<file path="config.mk">
export PLATFORM = sky130hd
export DESIGN_NAME = alu_operand_regs
export DESIGN_NICKNAME = d
export VERILOG_FILES = /design/src/rtl/alu_operand_regs.sv
export SDC_FILE = /design/constraint.sdc
export NUM_CORES = 1
export LEC_CHECK = 0
export ABC_AREA = 1
export ABC_CLOCK_PERIOD_IN_PS = 2100
export CAP_MARGIN = 40
export CORE_AREA = 10 10 49 79
export DETAILED_ROUTE_END_ITERATION = 10
export DIE_AREA = 0 0 59 89
export GPL_TIMING_DRIVEN = 0
export PLACE_DENSITY = 0.81
export SKIP_LAST_GASP = 1
export SLEW_MARGIN = 20
export SYNTH_ARGS = -nofsm -noshare
export SYNTH_HDL_FRONTEND = slang
export SYNTH_SLANG_ARGS = --single-unit
</file>
<file path="constraint.sdc">
create_clock -name clk -period 2.1 [get_ports clk]
set_input_delay 0.21 -clock clk [delete_from_list [all_inputs] [get_ports clk]]
set_output_delay 0.21 -clock clk [all_outputs]
set_load 0.005 [all_outputs]
</file>
<file path="src/rtl/alu_operand_regs.sv">
// ALU operand input registers A/B with freshness tracking for the 6502 core ALU.
// Optional select-conflict monitor enabled by defining ALU_IN_CONFLICT_EN.
module alu_operand_regs #(
  parameter int WIDTH      = 8,
  parameter int CONF_CNT_W = 4
) (
  input  logic                  clk,
  input  logic                  reset,
  input  logic [WIDTH-1:0]      SB,
  input  logic [WIDTH-1:0]      DB,
  input  logic [WIDTH-1:0]      ADL,
  input  logic                  SB_ADD,
  input  logic                  O_ADD,
  input  logic                  DB_ADD,
  input  logic                  DBN_ADD,
  input  logic                  ADL_ADD,
  input  logic                  alu_consume,
  output logic [WIDTH-1:0]      a_out,
  output logic [WIDTH-1:0]      b_out,
  output logic                  a_loaded,
  output logic                  b_loaded,
  output logic                  op_ready,
  output logic                  conflict_err,
  output logic [CONF_CNT_W-1:0] conflict_cnt
);

  typedef enum logic [1:0] {
    EMPTY  = 2'd0,
    A_ONLY = 2'd1,
    B_ONLY = 2'd2,
    READY  = 2'd3
  } state_t;

  state_t           state_r;
  state_t           state_nxt_s;
  logic [WIDTH-1:0] a_r;
  logic [WIDTH-1:0] b_r;
  logic [WIDTH-1:0] a_nxt_s;
  logic [WIDTH-1:0] b_nxt_s;
  logic             a_loaded_r;
  logic             b_loaded_r;
  logic             op_ready_r;
  logic             a_load_s;
  logic             b_load_s;
  logic             a_held_s;
  logic             b_held_s;
  logic             a_fresh_s;
  logic             b_fresh_s;

  // Operand data selection with fixed priority; no select holds the register.
  always_comb begin
    a_load_s = SB_ADD | O_ADD;
    b_load_s = DB_ADD | DBN_ADD | ADL_ADD;
    a_nxt_s  = a_r;
    b_nxt_s  = b_r;
    if (SB_ADD) begin
      a_nxt_s = SB;
    end else if (O_ADD) begin
      a_nxt_s = '0;
    end else begin
      a_nxt_s = a_r;
    end
    if (DB_ADD) begin
      b_nxt_s = DB;
    end else if (DBN_ADD) begin
      b_nxt_s = ~DB;
    end else if (ADL_ADD) begin
      b_nxt_s = ADL;
    end else begin
      b_nxt_s = b_r;
    end
  end

  // Consume retires both flags before same-cycle loads are applied.
  always_comb begin
    a_held_s = 1'b0;
    b_held_s = 1'b0;
    if (alu_consume) begin
      a_held_s = 1'b0;
      b_held_s = 1'b0;
    end else begin
      a_held_s = (state_r == A_ONLY) || (state_r == READY);
      b_held_s = (state_r == B_ONLY) || (state_r == READY);
    end
    a_fresh_s = a_held_s | a_load_s;
    b_fresh_s = b_held_s | b_load_s;
    case ({a_fresh_s, b_fresh_s})
      2'b00:   state_nxt_s = EMPTY;
      2'b10:   state_nxt_s = A_ONLY;
      2'b01:   state_nxt_s = B_ONLY;
      2'b11:   state_nxt_s = READY;
      default: state_nxt_s = EMPTY;
    endcase
  end

  // Operand registers, FSM state and its decoded status flags.
  always_ff @(posedge clk or negedge reset) begin
    if (!reset) begin
      a_r        <= '0;
      b_r        <= '0;
      state_r    <= EMPTY;
      a_loaded_r <= 1'b0;
      b_loaded_r <= 1'b0;
      op_ready_r <= 1'b0;
    end else begin
      a_r        <= a_nxt_s;
      b_r        <= b_nxt_s;
      state_r    <= state_nxt_s;
      a_loaded_r <= (state_nxt_s == A_ONLY) || (state_nxt_s == READY);
      b_loaded_r <= (state_nxt_s == B_ONLY) || (state_nxt_s == READY);
      op_ready_r <= (state_nxt_s == READY);
    end
  end

  assign a_out    = a_r;
  assign b_out    = b_r;
  assign a_loaded = a_loaded_r;
  assign b_loaded = b_loaded_r;
  assign op_ready = op_ready_r;

`ifdef ALU_IN_CONFLICT_EN
  localparam logic [CONF_CNT_W-1:0] CNT_MAX = {CONF_CNT_W{1'b1}};
  localparam logic [CONF_CNT_W-1:0] CNT_ONE = {{(CONF_CNT_W-1){1'b0}}, 1'b1};

  logic                  conflict_s;
  logic                  conflict_err_r;
  logic [CONF_CNT_W-1:0] conflict_cnt_r;

  function automatic logic multi_hot3(input logic [2:0] v);
    return (v[0] & v[1]) | (v[0] & v[2]) | (v[1] & v[2]);
  endfunction

  // A and B conflicts in one cycle collapse into a single event.
  always_comb begin
    conflict_s = (SB_ADD & O_ADD) | multi_hot3({DB_ADD, DBN_ADD, ADL_ADD});
  end

  // Sticky error flag and saturating conflict counter.
  always_ff @(posedge clk or negedge reset) begin
    if (!reset) begin
      conflict_err_r <= 1'b0;
      conflict_cnt_r <= '0;
    end else if (conflict_s) begin
      conflict_err_r <= 1'b1;
      if (conflict_cnt_r != CNT_MAX) begin
        conflict_cnt_r <= conflict_cnt_r + CNT_ONE;
      end else begin
        conflict_cnt_r <= conflict_cnt_r;
      end
    end else begin
      conflict_err_r <= conflict_err_r;
      conflict_cnt_r <= conflict_cnt_r;
    end
  end

  assign conflict_err = conflict_err_r;
  assign conflict_cnt = conflict_cnt_r;
`else
  assign conflict_err = 1'b0;
  assign conflict_cnt = '0;
`endif

endmodule

</file>
==> summary by stage, run 1 <==
Route
The number of antenna-violating nets in the routed design is 0. Dividing the detail-routed via count by the number of cells gives 4.50. In the final routed layout, each cell accounts on average for 12.8 um. The overall via count from detail_route is 955.

The first detailed-routing pass took 4 iterations. The number of remaining DRC errors is 0. For this block, the routed nets add up to 2.72 mm of wire. The number of design-rule violations left by the first detailed-router iteration is 4.

STA
The highest achievable clock rate is 746 MHz. Setup repair after global routing left no endpoint under its margin. The fraction of the cycle the final worst path needs is 63.8%. The count of final max-slew check failures came to 0. The number of hold violations in the final report was 0. Across all hold checks on the routed design, the worst slack comes to 255 ps. In the post-route analysis, the smallest setup slack over all paths is 760 ps. Across the routed clock network, the largest skew measured is 0.650 ps. The clock period minus worst slack is 1340 ps.

Setup violations remaining at the end of the flow were counted as 0. For the final routed database, the setup TNS stands at 0 ps.

Layout
The final layout net count is 218. The post-synthesis to final-layout area growth is 58.8%. The sequential standard cell area is 475 um2. The area used by multi-input combinational logic is 417 um2.

The finished cells cover 1560 um2. In the final layout, the share of cells above drive strength 1 is 10.3%. The repair_antennas step left the layout with diodes totalling 0.

The filler cells instantiated in the layout total 256.

CTS
No sink is reached through more buffers than the 2 on the longest clock path. The total number of H-tree levels is 1. The number of buffers created by CTS is 3.

The count of buffers added by post-CTS timing repair for setup is 0. The number of gates resized after CTS was 0. The tree built by TritonCTS fans out to 19 sinks.

The CTS tree is done. The latest clock arrival within the worst-skew pair is 240 ps. After clock tree synthesis, the flow added hold-fix buffers numbering 0. The CTS root buffer is clkbuf_8.

The clock-pin slew on the worst setup and hold paths is 70 ps.

Setup path
The endpoint class of the critical path is an output pin. The critical path required time is 1890 ps. The kind of cell with the highest combined delay along the critical path is buffers and inverters. The largest stage delay on the critical path is 520 ps. In this run the number of cells on the critical path is 1. The worst register-to-register path begins at b_loaded. Together, buffers and inverters on the worst path number 1. The endpoint of the most critical setup path is b_out[6]. The critical path in this run is classified as flop to output pin. The number of cells on the worst reg-to-reg path is 3. Walking the worst path, the cells encountered are clkdlybuf4s50_1. The destination of the worst register-to-register timing path is b_loaded.

The most critical setup path has its startpoint at b_out[6]. STA puts the critical path data arrival time at 1130 ps. The worst-path maximum fanout is 2. The worst setup path is launched from a flop. The worst reg-to-reg setup slack is 1300 ps.

The largest individual stage delay along the critical path comes from the cell clkdlybuf4s50_1.

Logic synthesis
The combinational family with the most area after synthesis is simple AND/OR/NAND/NOR gates. The share of flip-flops with an asynchronous set or reset after synthesis is 100%. The share of Yosys cell area claimed by the top area cell type is 48.3%.

The simple-gate share of the synthesized area is 39.0%. The flip-flop cell with the highest count after synthesis is dfrtp_1. By count the netlist is led by 64 x nand2_1, 19 x dfrtp_1, 16 x nand3_1, 11 x inv_1, 5 x buf_4. By area the synthesized netlist is led by dfrtp_1 48%, nand2_1 24%, nand3_1 8.1%, inv_1 4.2%, buf_4 3.8%.

The arithmetic-cell share of the synthesized area counting full adders, half adders and majority gates is 0%. Sequential elements use 48.3% of the synthesized area. After synthesis the cells add up to 985 um2. Yosys printed 0 warnings.

After technology mapping, the gate count stands at 129. The synthesized design spends more area on one cell type than any other, namely dfrtp_1. Summing the areas of all xor and xnor instances in the mapped netlist gives 0% of the synthesized area. Yosys mapped a number of flops with a built-in enable equal to 0. In the post-synthesis netlist, the cell with the most instances is nand2_1. Dividing the synthesized area by the synthesized cell count gives 7.63 um2.

The portion of synthesized area spent on multiplexers is 0%. The distinct cell type count after synthesis is 16. In this run, synthesis produced a sequential element count of 19.

The share of the synthesized area in compound gates (AO/OA/AOI/OAI) is 1.40%.

GRT
The number of global-route vias before repair came to 1025. The global-route wire length before repair is 4.57 mm. The maximum number of pins on one net before global-route repair is 20. The initial antenna violation count came to 0.

Global routing consumed, over all layers together, 10.9% of the routing resources. The remaining global-route overflow is 0.

Die
In this run the count of I/O pins placed on the die edge is 56. The area of the die is 5250 um2. The height of the chip is 89 um. In this run the horizontal extent of the chip is 59 um. After floorplanning, the core was divided into 25 placement rows. The effective utilization at floorplan is 37.5%. The placeable core region is 2630 um2.

Power
The power density of the placed cells is 558 nW/um2. The sum of internal, switching and leakage power is 0.873 mW. The worst vdd rail ir drop is 0.359 mV. The static leakage is 0.806 nW.

Job
Max-cap violations in this run came to 0.

Placement
The count of input and output buffers is 47. Timing analysis after detailed placement gives a worst setup slack of 782 ps. The final estimated routing congestion in global placement is 0.706.

In this run the cell area measured after placement is 1500 um2. Summed over all nets, the half-perimeter wirelength after detailed placement is 2.39 mm.

Status
The flow ran to the end, and the final reports show no timing, DRC or antenna violations.

Min path
The path type of the worst min-delay path is input pin to async pin.
how the worst min path moves through the flow:
stage             start  depth (start not counted)  slack, ps        to
6_report          reset                          1        250  a_out[5]
5_1_grt           reset                          1        260  a_out[5]
4_1_cts          SB_ADD                          3        290  a_out[3]
3_5_place_dp   a_out[3]                          2        460  a_out[3]
3_3_place_gp   a_out[6]                          2        450  a_out[6]
2_1_floorplan     reset                          0        -90  a_out[0]
placed cells by master (no fill, tap or decap):
cell type / netlist / layout
nand3_1: 16 / 16
buf_4: 5 / 5
clkbuf_8: 0 / 3
nor2_4: 2 / 2
inv_1: 11 / 11
o21ai_1: 1 / 1
buf_6: 1 / 1
nor2_1: 1 / 1
buf_2: 2 / 2
o21ai_2: 1 / 1
conb_1: 1 / 5
clkdlybuf4s50_1: 0 / 47
dfrtp_1: 19 / 19
or2_1: 1 / 1
nand2_1: 64 / 64
inv_2: 2 / 2
buf_8: 0 / 1
nand2_4: 1 / 1
nor2_8: 1 / 1
clkbuf_1: 0 / 1
where the power goes:
part	internal (mW)	total [mW]	switching, mW	leakage (nW)
sequential	0.395	0.410	0.0150	0.227
clock	0.134	0.246	0.111	0.0228
combinational	0.131	0.218	0.0872	0.556
total	0.660	0.873	0.213	0.806
layer usage:
layer | share of wire (%) | global-route usage (%) | wire length, um
met1 | 32 | 8.70 | 865
met2 | 55 | 21.1 | 1510
met3 | 12 | 5.26 | 325
met4 | 0.74 | 4.40 | 20
met5 | 0 | 0 | 0
flip-flops by register name (all words and copies together) (netlist names):
register  flops
a_out         8
b_out         8
b_loaded      1
op_ready      1
state_r       1
cell families after synthesis:
logic type / Yosys count
simple gates: 86
other cells: 1
buf+inv: 21
compound gates: 2
flops: 19
through the flow:
stage	instances	util (%)
after floorplan	133	-
after detailed placement	207	57.2
after CTS	211	59.0
after global placement	207	57.2
after global routing	212	59.5
final	212	59.5
final cells by class:
class,instances,share of cell area [%]
sequential,19,30.4
buffer,8,3.76
tap,27,2.16
timing repair buffer,48,31.0
clock buffer,4,2.88
inverter,13,3.12
multi-input combinational,93,26.6
worst reg2reg max path, stage by stage, from the launching register on:
cell and delay (ps):
dfrtp_1 370, inv_1 50, nor2_1 40, or2_1 220
Note: power is estimated with default switching activity, not from simulation.
==> run 2, diff against run 1 <==
- ABC_CLOCK_PERIOD_IN_PS: 2100 -> 1100
- CORE_AREA: 10 10 49 79 -> 10 10 52 85
- DIE_AREA: 0 0 59 89 -> 0 0 62 95
- PLACE_DENSITY: 0.81 -> 0.74
- clock period: 2.1 -> 1.1 ns (I/O delays scaled with it)
==> run 2 against run 1 <==
Net effect: total power rose by 86%; sequential cell count stayed put; final cell count is 7.5% higher; non-clock buffer count unchanged; clock-buffer cell count is the same; first-iteration DRC count rose to 7.3 times the previous value; worst hold slack worse by 190 ps; largest cell class unchanged.
==> summary by stage, run 2 (same netlist as run 1, synthesis figures left out) <==
Placement
Including well taps, the total number of placed cells is 223. The wire-length estimate of the detail-placed layout is 2.22 mm. The count of input and output buffers is 47. Routability-driven placement finished with a final weighted congestion of 0.730.

After detailed placement, the total cell area comes to 1520 um2. At the placement stage, the worst setup path has a slack of -101 ps.

Die
The initial utilization of the core area, before any placement, comes to 32.0%. The area of the die is 5890 um2. The number of standard-cell rows in the floorplan is 27. Measured along the x axis, the die boundary spans 62 um.

In this run the standard cell core region covers 3070 um2. Pin placement for this block handled 56 I/O pins. The height of the chip is 95 um.

Layout
The final-layout fill cell count is 295. Leaving out fill and tap cells, the most frequent cell in the layout is nand2_1. Compared with the post-synthesis result, the final layout area differs by 58.5%.

The cell area after layout is 1560 um2. The antenna diode count is 0. The final layout net count is 218. The library cells used most frequently in the layout, excluding fill and tap cells, are 64 x nand2_1, 28 x clkdlybuf4s50_1, 19 x dfrtp_1, 19 x dlygate4sd2_1, 16 x nand3_1. The final non-filler cell total is 228.

Cells with a size suffix above 1 make up 10.3% of the layout. In the final layout, flip-flops and latches occupy 475 um2. The area used by multi-input combinational logic is 417 um2. The final cell utilization of the core is 50.8%.

Setup path
The nature of the critical path startpoint is a flop. Grouping stages by cell kind, the critical path spends the most delay in flip-flops. The critical path required time is 990 ps. The worst-path cell with the longest stage delay is dfrtp_1. Traced cell by cell, the critical path runs through dlygate4sd2_1. In this run the number of cells on the critical path is 1. Together, buffers and inverters on the worst path number 1. On the worst path, the slowest cell contributes a delay of 390 ps. The arrival time of data at the critical path endpoint is 910 ps. The number of cells on the worst reg-to-reg path is 3. The worst setup path is of the flop to output pin kind. The endpoint class of the critical path is an output pin. Of all nets on the critical path, the largest fanout is 2.

STA
The final number of setup-violating endpoints is 0. Of the available clock period, the critical path in the final layout requires 92.3%. The setup TNS after final layout is 0 ps.

Clock skew on the completed layout was measured at 0.125 ps. Setup repair after global routing left no endpoint under its margin. The number of hold violations in the final report is 0. The final-layout worst hold slack is 68.6 ps. The final worst-path setup slack is 84.3 ps. The count of final max-slew check failures is 0.

The routed design could run at a clock period as short as 1020 ps. Derived from the worst setup path, the maximum achievable clock frequency is 984 MHz.

CTS
TritonCTS built the clock tree. After clock tree synthesis, the clock-pin slew on the worst setup and hold paths is 70 ps. The number of buffers created by CTS is 3.

The CTS root buffer is clkbuf_8. In this run, post-CTS repair resized a total of 19 instances. The number of hold buffers added after CTS was 0. At the later pin of the worst-skew pair, clock insertion delay measures 250 ps. The buffer depth of the longest clock path is 2. CTS built an H-tree with a depth of 1. Buffers added to address setup during post-CTS repair amount to 0.

The number of sinks handled by clock tree synthesis is 19.

Status
The flow ran to the end, and the final reports show no timing, DRC or antenna violations.

GRT
After global routing the overflow that remains totals 0. The maximum number of pins on one net before global-route repair is 20. The number of global-route vias before repair is 980. The global-route wire length before repair is 4.40 mm. The overall routing resource usage is 9.73%.

The initial antenna violation count is 0.

Min path
The path type of the worst min-delay path is input pin to async pin.

Route
The overall via count from detail_route is 937. Using the TritonRoute via totals, the vias-per-cell ratio works out to 4.11. The count of nets left with antenna violations once routing finished came out at 0. After detailed routing, the total wire length is 2.61 mm. The first detailed-routing pass ran for 3 iterations. In the final routed layout, each cell accounts on average for 11.4 um. The number of remaining DRC errors is 0.

The first routing iteration left 29 violations.

Job
The count of maximum capacitance violations is 0.

Power
The static leakage is 0.840 nW. The power density of the placed cells is 1040 nW/um2. The sum of internal, switching and leakage power is 1.62 mW. The worst vdd rail ir drop is 0.544 mV.
-- run 2: cell types whose count changed in the layout (fill, tap and decap cells not counted), sizes merged --
| cell | previous run | this run |
|---|---|---|
| dlygate4sd2 | 0 | 19 |
| clkdlybuf4s50 | 47 | 28 |
-- run 2: routing by layer --
layer / track usage [%] / up-vias / wire length, um
li1: - / 494 / -
met1: 11.0 / 403 / 1110
met2: 16.2 / 38 / 1300
met3: 1.75 / 2 / 161
met4: 5.62 / 0 / 40
met5: 0 / - / 0
-- run 2: cell type report --
class,instances,area share (%)
inverters,13,3.13
well taps,43,3.45
clock buffers,4,2.89
flip-flops and latches,19,30.5
plain buffers,8,3.77
multi-input cells,93,26.7
repair buffers,48,29.6
-- run 2: report_power, final --
group / switching [mW] / leakage (nW) / internal (mW) / total (mW)
clock: 0.214 / 0.0228 / 0.257 / 0.471
sequential: 0.0250 / 0.227 / 0.754 / 0.778
combinational: 0.164 / 0.590 / 0.210 / 0.375
total: 0.404 / 0.840 / 1.22 / 1.62
-- run 2: final timing paths --
path	start	slack, ps	to
max	b_out[7]	80	b_out[7]
min	reset	70	a_out[4]
max reg2reg	b_loaded	310	b_loaded
min reg2reg	a_out[1]	470	a_out[1]
max in group asynchronous	reset	670	b_loaded
min in group clk	SB_ADD	180	a_out[1]
